`config.mk`:
```
export PLATFORM = sky130hd
export DESIGN_NAME = sram_sky130_port_ctrl
export DESIGN_NICKNAME = d
export VERILOG_FILES = /design/src/rtl/sram_sky130_port_ctrl.sv
export SDC_FILE = /design/constraint.sdc
export NUM_CORES = 1
export LEC_CHECK = 0
export BUFFER_PORTS_ARGS = -buffer_cell sky130_fd_sc_hd__clkbuf_2
export CAP_MARGIN = 15
export CORE_ASPECT_RATIO = 1.1
export CORE_UTILIZATION = 59
export DETAILED_ROUTE_END_ITERATION = 10
export GPL_TIMING_DRIVEN = 0
export PLACE_DENSITY_LB_ADDON = 0.15
export SLEW_MARGIN = 20
export SYNTH_ARGS = -nofsm -noshare
export SYNTH_HDL_FRONTEND = slang
export SYNTH_SLANG_ARGS = --single-unit
```
`constraint.sdc`:
```
create_clock -name clk -period 3.51 [get_ports clk]
set_input_delay 0.5265 -clock clk [delete_from_list [all_inputs] [get_ports clk]]
set_output_delay 0.5265 -clock clk [all_outputs]
set_load 0.005 [all_outputs]
```
`src/rtl/sram_sky130_port_ctrl.sv`:
```
// Initiator-side port controller for the single-port sky130 SRAM macro.
// Turns a valid/ready request stream into macro cycles and queues read data in a credit-guarded FIFO.
module sram_sky130_port_ctrl #(
    parameter int DATA_BIT   = 32,
    parameter int ADDR_BIT   = 8,
    parameter int RSP_DEPTH  = 4,
    parameter int INIT_CLEAR = 1
) (
    input  logic                clk,
    input  logic                rst,
    input  logic                req_valid,
    output logic                req_ready,
    input  logic                req_wen,
    input  logic [ADDR_BIT-1:0] req_addr,
    input  logic [DATA_BIT-1:0] req_wdata,
    output logic                rsp_valid,
    input  logic                rsp_ready,
    output logic [DATA_BIT-1:0] rsp_rdata,
    output logic                csb0,
    output logic                web0,
    output logic [ADDR_BIT-1:0] addr0,
    output logic [DATA_BIT-1:0] din0,
    input  logic [DATA_BIT-1:0] dout0,
    output logic                busy
);

    localparam int PTR_W = $clog2(RSP_DEPTH);
    localparam int CNT_W = PTR_W + 1;
    localparam logic [CNT_W:0] CREDIT_MAX = (CNT_W + 1)'(RSP_DEPTH);

    typedef enum logic {
        ST_INIT = 1'b0,
        ST_RUN  = 1'b1
    } state_t;

    localparam state_t RESET_STATE = (INIT_CLEAR != 0) ? ST_INIT : ST_RUN;

    state_t              state_q;
    state_t              state_d;
    logic [ADDR_BIT-1:0] sweep_cnt;

    // rd_pipe[0]: read issued last posedge; rd_pipe[1]: macro has sampled it, dout0 valid next posedge
    logic [1:0]          rd_pipe;
    logic [1:0]          in_flight;
    logic [CNT_W:0]      credit_used;

    logic [DATA_BIT-1:0] fifo_mem [RSP_DEPTH];
    logic [PTR_W-1:0]    wr_ptr;
    logic [PTR_W-1:0]    rd_ptr;
    logic [CNT_W-1:0]    fifo_count;

    logic                req_fire;
    logic                push;
    logic                pop;

    assign in_flight   = {1'b0, rd_pipe[0]} + {1'b0, rd_pipe[1]};
    assign credit_used = (CNT_W + 1)'(fifo_count) + (CNT_W + 1)'(in_flight);

    assign req_fire = req_valid && req_ready;
    assign push     = rd_pipe[1];
    assign pop      = rsp_valid && rsp_ready;

    assign rsp_valid = (fifo_count != '0);
    assign rsp_rdata = rsp_valid ? fifo_mem[rd_ptr] : '0;

    // ------------------------------------------------------------------
    // FSM
    // ------------------------------------------------------------------
    // NOTE: sequential state uses non-blocking assignments so every
    // register samples pre-edge values regardless of block ordering.
    always_ff @(posedge clk or posedge rst) begin
        if (rst) begin
            state_q <= RESET_STATE;
        end else begin
            state_q <= state_d;
        end
    end

    // NOTE: every output of this block gets a default first, so no path
    // through the case can leave one unassigned and infer a latch.
    always_comb begin
        state_d   = state_q;
        req_ready = 1'b0;
        busy      = (in_flight != 2'd0) || (fifo_count != '0);
        case (state_q)
            ST_INIT: begin
                busy = 1'b1;
                if (&sweep_cnt) begin
                    state_d = ST_RUN;
                end
            end
            ST_RUN: begin
                // Credit counts reads already in flight so a capture always has a free slot.
                req_ready = (credit_used < CREDIT_MAX);
            end
            default: begin
                state_d = RESET_STATE;
            end
        endcase
    end

    always_ff @(posedge clk or posedge rst) begin
        if (rst) begin
            sweep_cnt <= '0;
        end else if (state_q == ST_INIT) begin
            sweep_cnt <= sweep_cnt + ADDR_BIT'(1);
        end
    end

    // ------------------------------------------------------------------
    // Macro port registers
    // ------------------------------------------------------------------
    always_ff @(posedge clk or posedge rst) begin
        if (rst) begin
            csb0  <= 1'b1;
            web0  <= 1'b1;
            addr0 <= '0;
            din0  <= '0;
        end else if (state_q == ST_INIT) begin
            csb0  <= 1'b0;
            web0  <= 1'b0;
            addr0 <= sweep_cnt;
            din0  <= '0;
        end else if (req_fire) begin
            csb0  <= 1'b0;
            web0  <= ~req_wen;
            addr0 <= req_addr;
            if (req_wen) begin
                din0 <= req_wdata;
            end
        end else begin
            csb0 <= 1'b1;
            web0 <= 1'b1;
        end
    end

    always_ff @(posedge clk or posedge rst) begin
        if (rst) begin
            rd_pipe <= 2'b00;
        end else begin
            rd_pipe <= {rd_pipe[0], req_fire && !req_wen};
        end
    end

    // ------------------------------------------------------------------
    // Response FIFO
    // ------------------------------------------------------------------
    // NOTE: the storage array has no reset; fifo_count gates rsp_rdata to
    // zero while empty, so stale entries are never observable.
    always_ff @(posedge clk) begin
        if (push) begin
            fifo_mem[wr_ptr] <= dout0;
        end
    end

    always_ff @(posedge clk or posedge rst) begin
        if (rst) begin
            wr_ptr     <= '0;
            rd_ptr     <= '0;
            fifo_count <= '0;
        end else begin
            if (push) begin
                wr_ptr <= wr_ptr + PTR_W'(1);
            end
            if (pop) begin
                rd_ptr <= rd_ptr + PTR_W'(1);
            end
            case ({push, pop})
                2'b10:   fifo_count <= fifo_count + CNT_W'(1);
                2'b01:   fifo_count <= fifo_count - CNT_W'(1);
                default: fifo_count <= fifo_count;
            endcase
        end
    end

endmodule

```
==> reports/summary.md <==
The Yosys step of the flow raised 0 warnings. The library cell with the largest summed area after synthesis is edfxtp_1. In this run the count of I/O pins placed on the die edge is 154. Port buffering added 152 buffers.

In this run, the number of DRC markers left after iteration 0 of detailed routing was 237. The tools report the initial core utilization as 0.6019. The repair_antennas step left the layout with diodes totalling 0. After detailed routing, the average wire length per cell comes to 17.64 um. The fmax is 0.3816 GHz. Before antenna repair, the detailed router went through 6 iterations.

The flow ran to the end, and the final reports show no timing, DRC or antenna violations. The critical path ends at req_ready. Using the TritonRoute via totals, the vias-per-cell ratio works out to 5.645. Routability-driven placement finished with a final weighted congestion of 0.8055. The total global routing track utilization came out at 0.2358. The final clock period utilization by the worst path came out at 0.7466. In the layout the commonest cells are 152 x clkbuf_2, 128 x edfxtp_1, 58 x dfrtp_1, 40 x nand2_1, 34 x and2_1. The tree built by TritonCTS fans out to 188 sinks. The count of nets left with antenna violations once routing finished came out at 0.

The number of nets handed over by synthesis was 558. The first global-routing pass estimated 23010 um of wire. The critical path contains buffers and inverters numbering 2 combined. The cell count along the critical path came out at 6. Counting the fill cells in the layout gives 832.

The fraction of layout instances using a drive strength above 1 works out to 0.3794. Along the worst path, the maximum fanout reaches 10. The clock passes through at most 2 buffers. For the worst flop-to-flop path, the logic depth is 9. The launching element type of the critical path was a flip-flop. The final layout contains routed wiring with a total length of 14400 um. The max-slew headroom at the worst pin came out at 0.5245.

In this design, the stage delay of the slowest critical-path cell is 0.47 ns. Leaving out filler cells and counting taps, the final layout contains 816. Die boundary height: 120.9 um.

Synthesis inferred 188 register bits. The most common cell type on the critical path is ha_1. The floorplan step set the die width to 110.1 um. After clock tree synthesis, the setup repair step added 0 buffers.

The cell count after synthesis came out at 471. For the share of the core filled with cells in the final layout, the log shows 0.7362. Count of endpoints failing hold in the final timing report: 0. The clock root buffer was clkbuf_16. Prior to clock tree synthesis, the placed netlist has a worst setup slack of 1.338 ns. Worst setup path startpoint: rd_pipe[1]. The clock transition at the register clock pins on the worst setup and hold paths after CTS came out at 0.08 ns. For the sequential fraction of the synthesis area, the log shows 0.7057. The distinct cell type count of the synthesized netlist was 33; the number of vias after detailed routing was 4606. The worst reg2reg path endpoint was fifo_count[2]. The total placed cells including tap cells is 784. The count of maximum capacitance violations was 0; the mean instance size in the synthesized netlist was 16.09 sq um. The run gives 9804 um as the placed wire-length estimate.

Row generation in the floorplan step produced 43 rows. TritonCTS built the clock tree. The clock period could shrink to 2.621 ns. The final routed DRC violation total was 0; the share of Yosys cell area claimed by the top area cell type was 0.5073. For this design, the slowest cell found on the critical path is dfrtp_1. The worst setup path is captured at a primary output. The clock reaches the later pin of the worst-skew pair after 0.42 ns. The tools report the total die area as 13300 sq um. The via count of the first global-routing pass was 4593; the number of antenna violations at the first check in global routing was 0.

Entering global routing, the biggest net connects 61 pins. By startpoint and endpoint, the worst setup path is classified as reg -> out. The reg2reg setup slack was 1.39 ns; the relative area change from synthesis to final layout was 22.32%. After synthesis the cells add up to 7577 sq um. On the final layout, the worst clock skew is 0.01565 ns. The worst path setup slack after routing is 0.8895 ns, and the global route total overflow is 0.

Setup repair after global routing left no endpoint under its margin. Yosys attributes the largest share of cell area to edfxtp_1 51%, dfrtp_1 19%, mux4_2 9.5%. VDD sags by at most 0.3602 mV. Data on the critical path is required at its endpoint by 2.98 ns. For the max-slew violation total from the final report, the log shows 0. Setup violations remaining at the end of the flow were counted as 0.

Broken down by cell family, the worst path's largest delay share belongs to adder cells. The slew at the pin closest to its max-slew limit works out to 0.7133 ns. The run gives 12590 sq um as the core area.

For the footprint of the multi-input gates, the log shows 2004 sq um. Traced cell by cell, the critical path runs through ha_1 > ha_1 > nand3_1 > buf_2 > and3_1 > clkbuf_2. Most frequent standard cell in the layout excluding fill and tap cells: clkbuf_2. The CTS buffer count was 17. Data arrives at the worst endpoint at 2.09 ns. The run gives 3.714 nW as the static power due to leakage.

The H-tree was split into 4 levels. The power density of the placed cells is 617.3 nW/um^2. After the last flow step, the layout net total stands at 733. The number of cells upsized or downsized after cts is 0, and the register area is 5348 sq um.

In the final timing run, aggregate negative setup slack is 0 ns. Hold repair after CTS inserted 0 buffers. The worst hold path belongs to the class in -> async. Launching point of the worst reg2reg path: fifo_count[0].
-- synthesized netlist by cell type --
cell type    n
edfxtp_1   128
dfrtp_1     58
nand2_1     40
and2_1      38
nand4_1     33
mux4_2      32
o21ai_0     30
buf_2       13
inv_1       13
clkbuf_1    11
nand3_1     10
ha_1         9
xnor2_1      7
buf_6        6
nor2b_1      6
xor2_1       6
a221o_1      4
o221ai_1     4
nor2_1       3
o21ai_1      3
buf_1        2
dfstp_2      2
nand2b_1     2
nor3_1       2
a21boi_2     1
and3_1       1
and3_2       1
and4bb_4     1
fa_1         1
mux2_2       1
mux2i_1      1
nor4_1       1
o21bai_1     1
-- how the worst min path moves through the flow --
| stage | startpoint | end | slack [ns] | cells past startpoint |
|---|---|---|---|---|
| global placement | rd_pipe[0] | rd_pipe[1] | 0.38 | 0 |
| global route | rst | din0[7] | 0.28 | 2 |
| floorplan | rd_pipe[0] | rd_pipe[1] | 0.38 | 0 |
| finish | rst | din0[9] | 0.21 | 2 |
| CTS | rst | din0[8] | 0.24 | 2 |
| detailed placement | rd_pipe[0] | rd_pipe[1] | 0.40 | 0 |
-- through the flow --
step | total power [mW] | area [sq um] | hold slack (ns)
floorplan | 3.335 | 7577 | 0.3798
global placement | 3.767 | 8534 | 0.3834
detailed placement | 3.793 | 8645 | 0.4025
CTS | 5.784 | 9269 | 0.2361
global route | 5.997 | 9269 | 0.2817
finish | 5.721 | 9269 | 0.2131
-- cell families (layout without fill, tap and decap cells) --
logic type	Yosys count	in the layout	share of synthesized area
DFF	188	188	0.7057
and+or+nand+nor	138	138	0.09924
buffers and inverters	45	233	0.03038
AOI/OAI and AO/OA	43	43	0.03418
muxes	34	34	0.09792
xor gates and xnor gates	13	13	0.01503
adders and majority gates	10	10	0.01750
-- metal layers --
metal / vias to the layer above / track usage / share of wire
li1: 2129 / - / -
met1: 2299 / 0.3007 / 0.40
met2: 163 / 0.3859 / 0.52
met3: 15 / 0.06982 / 0.067
met4: 0 / 0.07917 / 0.012
met5: - / 0 / 0
-- power by group --
group,total (mW),switching [mW],leakage [nW],internal [mW]
logic,1.29,0.574,1.47,0.717
clock network,2.00,0.853,0.303,1.15
registers,2.43,0.0251,1.95,2.40
-- sequential cells by signal, indices dropped and copies added (netlist names) --
| name | count |
|---|---|
| fifo_count | 3 |
| web0 | 1 |
| rd_ptr | 2 |
| rd_pipe | 2 |
| sweep_cnt | 8 |
| din0 | 32 |
| csb0 | 1 |
| wr_ptr | 2 |
| addr0 | 8 |
| state_q | 1 |
| fifo_mem | 128 |
-- cell type report --
class                           instances  area share
Sequential cell                       188      0.5769
Multi-Input combinational cell        238      0.2163
Timing Repair Buffer                  156     0.09314
Clock buffer                           17     0.04590
Clock inverter                         15     0.02146
Tap cell                              157     0.02119
Buffer                                 32     0.01957
Inverter                               13    0.005535
-- worst register-to-register path, stage by stage (launching register included) --
cell	delay (ns)
dfrtp_1	0.42
nor3_1	0.31
inv_1	0.22
and2_1	0.24
ha_1	0.22
inv_1	0.08
fa_1	0.17
xor2_1	0.14
nor2_1	0.06
xor2_1	0.14
Power figures use the tool's default switching activity.
